[config.mk]
export PLATFORM = sky130hd
export DESIGN_NAME = mem_rr_arbiter
export DESIGN_NICKNAME = d
export VERILOG_FILES = /design/src/rtl/mem_rr_arbiter_pkg.sv /design/src/rtl/mem_rr_arbiter_rr_picker.sv /design/src/rtl/mem_rr_arbiter.sv
export SDC_FILE = /design/constraint.sdc
export NUM_CORES = 1
export LEC_CHECK = 0
export ABC_AREA = 1
export CORE_MARGIN = 4
export CORE_UTILIZATION = 40
export CTS_CLUSTER_DIAMETER = 80
export CTS_CLUSTER_SIZE = 24
export DETAILED_ROUTE_END_ITERATION = 10
export HOLD_SLACK_MARGIN = 0.08
export PLACE_DENSITY = 0.76
export RECOVER_POWER = 50
export SYNTH_ARGS = -nofsm -noshare
export SYNTH_HDL_FRONTEND = slang
export SYNTH_SLANG_ARGS = --single-unit
[constraint.sdc]
create_clock -name clk -period 3.99 [get_ports clk]
set_input_delay 0.399 -clock clk [delete_from_list [all_inputs] [get_ports clk]]
set_output_delay 0.399 -clock clk [all_outputs]
set_load 0.02 [all_outputs]
[src/rtl/mem_rr_arbiter_pkg.sv]
`default_nettype none
// ============================================================================
// Module      : mem_rr_arbiter_pkg
// Description : Shared types and constants for the round-robin RAM arbiter.
// Revision    : 1.0 - initial release
// ============================================================================
package mem_rr_arbiter_pkg;

  typedef enum logic [1:0] {
    ST_IDLE  = 2'd0,
    ST_ISSUE = 2'd1,
    ST_WAIT  = 2'd2,
    ST_ACK   = 2'd3
  } arb_state_t;

  localparam int c_def_n_req  = 4;
  localparam int c_def_aw     = 8;
  localparam int c_def_dw     = 8;
  localparam int c_def_rd_lat = 1;

  // Bit positions inside a core's Mem_Ctrl bus
  localparam int c_mc_drd = 0;
  localparam int c_mc_dwr = 1;
  localparam int c_mc_ird = 2;
  localparam int c_mc_iwr = 3;

  // Wide enough for RD_LAT-1 with RD_LAT up to 3
  localparam int c_cnt_w = 2;

  function automatic int clog2_min1(input int n);
    return (n > 1) ? $clog2(n) : 1;
  endfunction

endpackage
`default_nettype wire

[src/rtl/mem_rr_arbiter_rr_picker.sv]
`default_nettype none
// ============================================================================
// Module      : mem_rr_arbiter_rr_picker
// Description : Combinational round-robin search starting after ptr.
// Revision    : 1.0 - initial release
// ============================================================================
module mem_rr_arbiter_rr_picker
  import mem_rr_arbiter_pkg::*;
#(
  parameter int N_REQ = c_def_n_req,
  parameter int PW    = clog2_min1(N_REQ)
) (
  input  logic [N_REQ-1:0] req,
  input  logic [PW-1:0]    ptr,
  output logic [PW-1:0]    idx,
  output logic             valid
);

  logic [PW-1:0] w_cand;

  // Scan farthest-first so the nearest hit after ptr is the last one written.
  always_comb begin
    idx    = '0;
    valid  = 1'b0;
    w_cand = '0;
    for (int k = N_REQ; k >= 1; k--) begin
      w_cand = PW'((int'(ptr) + k) % N_REQ);
      if (req[w_cand]) begin
        idx   = w_cand;
        valid = 1'b1;
      end
    end
  end

endmodule
`default_nettype wire

[src/rtl/mem_rr_arbiter.sv]
`default_nettype none
// ============================================================================
// Module      : mem_rr_arbiter
// Description : Round-robin sequencer sharing one single-port sync RAM
//               between N_REQ cores, one transaction at a time.
// Revision    : 1.0 - initial release
// ============================================================================
module mem_rr_arbiter
  import mem_rr_arbiter_pkg::*;
#(
  parameter int N_REQ  = c_def_n_req,
  parameter int AW     = c_def_aw,
  parameter int DW     = c_def_dw,
  parameter int RD_LAT = c_def_rd_lat
) (
  input  logic                clk,
  input  logic                rst,
  input  logic [N_REQ-1:0]    rden,
  input  logic [N_REQ-1:0]    wren,
  input  logic [N_REQ*AW-1:0] Address,
  input  logic [N_REQ*DW-1:0] Din,
  input  logic [DW-1:0]       RAMq,
  output logic [N_REQ-1:0]    acq,
  output logic [N_REQ-1:0]    ack,
  output logic [N_REQ*DW-1:0] Dq,
  output logic [AW-1:0]       RAMAddress,
  output logic [DW-1:0]       RAMDin,
  output logic                RAMwren,
  output logic                busy
);

  localparam int c_pw     = clog2_min1(N_REQ);
  localparam int c_rd_lat = (RD_LAT < 1) ? 1 : ((RD_LAT > 3) ? 3 : RD_LAT);

  arb_state_t          r_state, w_state_nxt;
  logic [c_pw-1:0]     r_ptr, w_ptr_nxt;
  logic [c_pw-1:0]     r_g, w_g_nxt;
  logic                r_op_wr, w_op_wr_nxt;
  logic [c_cnt_w-1:0]  r_cnt, w_cnt_nxt;
  logic [N_REQ-1:0]    r_acq, w_acq_nxt;
  logic [N_REQ-1:0]    r_ack, w_ack_nxt;
  logic [N_REQ*DW-1:0] r_dq, w_dq_nxt;
  logic [AW-1:0]       r_ram_addr, w_ram_addr_nxt;
  logic [DW-1:0]       r_ram_din, w_ram_din_nxt;
  logic                r_ram_wren, w_ram_wren_nxt;

  logic [N_REQ-1:0]    w_req;
  logic [c_pw-1:0]     w_pick_idx;
  logic                w_pick_valid;
  logic [N_REQ-1:0]    w_pick_1h;

  assign w_req     = rden | wren;
  assign w_pick_1h = N_REQ'(1) << w_pick_idx;

  mem_rr_arbiter_rr_picker #(
    .N_REQ (N_REQ),
    .PW    (c_pw)
  ) u_picker (
    .req   (w_req),
    .ptr   (r_ptr),
    .idx   (w_pick_idx),
    .valid (w_pick_valid)
  );

  always_comb begin
    w_state_nxt    = r_state;
    w_ptr_nxt      = r_ptr;
    w_g_nxt        = r_g;
    w_op_wr_nxt    = r_op_wr;
    w_cnt_nxt      = r_cnt;
    w_acq_nxt      = r_acq;
    w_ack_nxt      = r_ack;
    w_dq_nxt       = r_dq;
    w_ram_addr_nxt = r_ram_addr;
    w_ram_din_nxt  = r_ram_din;
    w_ram_wren_nxt = r_ram_wren;

    case (r_state)
      ST_IDLE: begin
        if (w_pick_valid) begin
          // A write wins when a core raises rden and wren together.
          w_g_nxt        = w_pick_idx;
          w_op_wr_nxt    = wren[w_pick_idx];
          w_ram_addr_nxt = Address[int'(w_pick_idx)*AW +: AW];
          w_ram_din_nxt  = Din[int'(w_pick_idx)*DW +: DW];
          w_ram_wren_nxt = wren[w_pick_idx];
          w_acq_nxt      = w_pick_1h;
          w_state_nxt    = ST_ISSUE;
        end
      end

      ST_ISSUE: begin
        w_ram_wren_nxt = 1'b0;
        if (r_op_wr) begin
          w_ack_nxt   = r_acq;
          w_state_nxt = ST_ACK;
        end else begin
          w_cnt_nxt   = c_cnt_w'(c_rd_lat - 1);
          w_state_nxt = ST_WAIT;
        end
      end

      ST_WAIT: begin
        if (r_cnt == '0) begin
          w_dq_nxt[int'(r_g)*DW +: DW] = RAMq;
          w_ack_nxt                    = r_acq;
          w_state_nxt                  = ST_ACK;
        end else begin
          w_cnt_nxt = r_cnt - 1'b1;
        end
      end

      ST_ACK: begin
        // The served core drops to lowest priority for the next pick.
        w_acq_nxt   = '0;
        w_ack_nxt   = '0;
        w_ptr_nxt   = r_g;
        w_state_nxt = ST_IDLE;
      end

      default: begin
        w_state_nxt = ST_IDLE;
      end
    endcase
  end

  always_ff @(posedge clk or negedge rst) begin
    if (!rst) begin
      r_state    <= ST_IDLE;
      r_ptr      <= c_pw'(N_REQ - 1);
      r_g        <= '0;
      r_op_wr    <= 1'b0;
      r_cnt      <= '0;
      r_acq      <= '0;
      r_ack      <= '0;
      r_dq       <= '0;
      r_ram_addr <= '0;
      r_ram_din  <= '0;
      r_ram_wren <= 1'b0;
    end else begin
      r_state    <= w_state_nxt;
      r_ptr      <= w_ptr_nxt;
      r_g        <= w_g_nxt;
      r_op_wr    <= w_op_wr_nxt;
      r_cnt      <= w_cnt_nxt;
      r_acq      <= w_acq_nxt;
      r_ack      <= w_ack_nxt;
      r_dq       <= w_dq_nxt;
      r_ram_addr <= w_ram_addr_nxt;
      r_ram_din  <= w_ram_din_nxt;
      r_ram_wren <= w_ram_wren_nxt;
    end
  end

  assign acq        = r_acq;
  assign ack        = r_ack;
  assign Dq         = r_dq;
  assign RAMAddress = r_ram_addr;
  assign RAMDin     = r_ram_din;
  assign RAMwren    = r_ram_wren;
  assign busy       = (r_state != ST_IDLE);

endmodule
`default_nettype wire

==> impl_metrics.ini <==
[route]
detailedRoute.firstIterationViolations = 218
route.detailed.wl_per_inst_um = 13.50
detail_route.drc_violations = 0
via_count = 3941
detailedRoute.firstPassIterationCount = 5
detailed_route_vias_per_instance = 4.877
finalWirelength_mm = 10.91
antenna_violating_nets_remaining = 0

[clocking]
post_cts.repair.setup_buffers = 0
cts-root-buf = sky130_fd_sc_hd__clkbuf_8
ctsHoldBuffers = 0
clock_sinks = 66
ctsResizeCount = 0
cts_max_path_buffers = 2
tritoncts = done
clkLatencyLatePin_ps = 330
clk_transition_reported_paths_ps = 80
tritoncts.num_buffers = 9
htree_levels = 3

[placed_design]
place_ws_ps = 1114
dp_hpwl_mm = 8.446
gp_congestion = 0.8667
place_inst = 793
buffer_ports.inserted = 139

[yosys]
syn-num-nets = 634
synth_largest_type_area_fraction = 0.4053
synth_edf_count = 0
ys_async_rst_share = 1.000
ys_ff_latch = 66
mappedNetlistArea_um2 = 3951
synthTopCellsByArea = sky130_fd_sc_hd__dfrtp_1 41%, sky130_fd_sc_hd__nand2_1 24%, sky130_fd_sc_hd__o21ai_0 5.4%
ys_warn_count = 0
synth.avg_cell_area_um2 = 7.304
yosysTopAreaCell = sky130_fd_sc_hd__dfrtp_1
synthFlopType = sky130_fd_sc_hd__dfrtp_1
synth_cell_type_count = 31
proportion_of_synthesized_chip_area_in_sequential_cells = 0.4186
post_synth_inst_count = 541

[hold_path]
whs_path_depth = 2
hold_path_startpoint = RAMAddress[3]$_DFFE_PN0P_
min_to = RAMAddress[3]$_DFFE_PN0P_
hold_path.class = flop to flop

[floorplanning]
floorplan.rows = 36
die_width_um = 107.4
start_util = 0.4080
fp.dieArea_um2 = 11530
core_area_um2 = 9684
die_height_um = 107.4
design.portCount = 140

[critical_path]
cp-start-kind = flop
critical_path.max_fanout = 23
critPathArrivalTime_ps = 3040
r2r_setup_slack_ps = 1160
timing.reg2reg.worst_path_depth = 11
path_class = flop to flop
setup.worst_path.end_class = flop
worst_r2r_startpoint = r_ptr[0]$_DFFE_PN1P_
worst_ep_required_time_ps = 4200
crit-reg2reg-capture = acq[1]$_DFFE_PN0P_

[pwr]
cellLeakagePower_uw = 0.002864
sw_power_uw = 2312
p_per_area_nw_per_um2 = 810.1
peakVddDrop_v = 0.0003849
power_frac_clock = 0.123
p_comb_frac = 0.636
share_seq_of_total_power = 0.241
power_switching_share = 0.5140
cellInternalPower_uw = 2186

[run_status]
violations = max-capacitance violations, max-slew violations
outcome = complete, but fails checks

[timing]
max_slew_margin = -0.4088
rsz_0062_raised_after_global_routing = false
achievable-frequency_mhz = 353.1
worst_slew_pin_slew_ps = 2113
finalCriticalPeriod_ps = 2832
worst_clock_skew_ps = 10.06
setup_ws_ps = 1158
maxSlewViolCount = 42
totalNegativeSetupSlack_ps = 0
hold-worst-slack_ps = 487.6
setup_viol_count_final = 0
hold_viol = 0
finalCritPeriodShare = 0.7099

[grt]
grt_util_all_layers = 0.1880
total_gr_overflow = 0
first_global_vias = 3909
maximum_number_of_pins_on_one_net_before_global_route_repair = 42
antenna_violations_before_repair = 0
grt_pass1_wl_mm = 17.59

[final_layout]
most_common_cell_after_layout_fill_and_taps_aside = sky130_fd_sc_hd__nand2_1
layout_common_cells = 257 x sky130_fd_sc_hd__nand2_1, 111 x sky130_fd_sc_hd__clkdlybuf4s50_1, 64 x sky130_fd_sc_hd__dfrtp_1
fin_cells = 808
drive_gt1_frac = 0.08889
num-nets-final = 764
n_antenna_cell = 0
filler_cell_count = 880
area.growth.synth_to_final_pct = 40.50

[flow_run]
drv.max_cap_violation_count = 1
sequential cells by signal, indices dropped and copies added, names as in the netlist:
register	count
r_state	2
r_ptr	2
acq	4
r_cnt	2
Dq	32
RAMwren	1
ack	4
RAMAddress	8
r_op_wr	1
r_g	2
RAMDin	8
area by class of cell:
class | instances | area (µm²) | share of cell area
Clock buffer | 10 | 137.6 | 0.02479
Clock inverter | 5 | 55.05 | 0.009917
Inverter | 36 | 147.6 | 0.02659
Multi-Input combinational cell | 416 | 1987 | 0.3579
Sequential cell | 66 | 1654 | 0.2979
Tap cell | 133 | 166.4 | 0.02998
Timing Repair Buffer | 142 | 1404 | 0.2529
worst max-delay path by stage:
| stage | from | endpoint | cells past startpoint |
|---|---|---|---|
| 2_1_floorplan | r_g[0]$_DFFE_PN0P_ | Dq[22]$_DFFE_PN0P_ | 9 |
| 3_3_place_gp | wren[1] | acq[3]$_DFFE_PN0P_ | 10 |
| 3_5_place_dp | wren[3] | acq[1]$_DFFE_PN0P_ | 10 |
| 4_1_cts | r_ptr[0]$_DFFE_PN1P_ | acq[1]$_DFFE_PN0P_ | 11 |
| 5_1_grt | rst | RAMDin[3]$_DFFE_PN0P_ | 2 |
| 6_report | r_ptr[0]$_DFFE_PN1P_ | acq[1]$_DFFE_PN0P_ | 11 |
through the flow:
stage,power [µW],util,area [µm²]
after floorplan,3266,-,3951
after global placement,3935,0.5539,5364
after detailed placement,3993,0.5539,5364
after CTS,4568,0.5738,5557
after global routing,4921,0.5733,5552
final,4497,0.5733,5552
routing by layer:
metal  GRT usage  up-vias  share of wire
li1            -     1985              -
met5           0        -              0
met4     0.04328        0          0.011
met2      0.3159      206           0.46
met3     0.07499       14           0.12
met1      0.2272     1736           0.41
synthesized netlist by cell type, types with 6 or more instances:
master,instances
sky130_fd_sc_hd__dfrtp_1,64
sky130_fd_sc_hd__o22ai_1,6
sky130_fd_sc_hd__inv_1,28
sky130_fd_sc_hd__nand4_1,10
sky130_fd_sc_hd__nand2_2,23
sky130_fd_sc_hd__o41ai_1,8
sky130_fd_sc_hd__inv_2,6
sky130_fd_sc_hd__ha_1,11
sky130_fd_sc_hd__clkbuf_1,8
sky130_fd_sc_hd__nand2_1,257
sky130_fd_sc_hd__nand3_1,28
sky130_fd_sc_hd__nor2_1,12
sky130_fd_sc_hd__o21ai_0,43
cell families after synthesis:
| group | count (synthesis) | synth area share |
|---|---|---|
| AND/OR/NAND/NOR | 341 | 0.3762 |
| AO/OA/AOI/OAI | 64 | 0.09183 |
| buffers and inverters | 59 | 0.07853 |
| adder cells (fa/ha/maj) | 11 | 0.03483 |
| flip-flops | 66 | 0.4186 |
power groups by stage:
stage	Clock (µW)	Combinational, µW	Sequential, µW
after floorplan	0	1990	1280
after global placement	0	2840	1090
after detailed placement	0	2890	1100
after CTS	571	2910	1090
after global routing	595	3210	1120
final	552	2860	1080
worst max-delay path, cell delays in order, from the launching register on:
cell                      delay [ps]
sky130_fd_sc_hd__dfstp_1         820
sky130_fd_sc_hd__inv_6            80
sky130_fd_sc_hd__nand2_4          80
sky130_fd_sc_hd__nand2_4          50
sky130_fd_sc_hd__inv_2            70
sky130_fd_sc_hd__nand3_2          80
sky130_fd_sc_hd__nand2_2         110
sky130_fd_sc_hd__nor3_2           70
sky130_fd_sc_hd__nor2_2          650
sky130_fd_sc_hd__inv_2           330
sky130_fd_sc_hd__o21ai_1         260
sky130_fd_sc_hd__o22ai_1         120
Power figures use the tool's default switching activity.
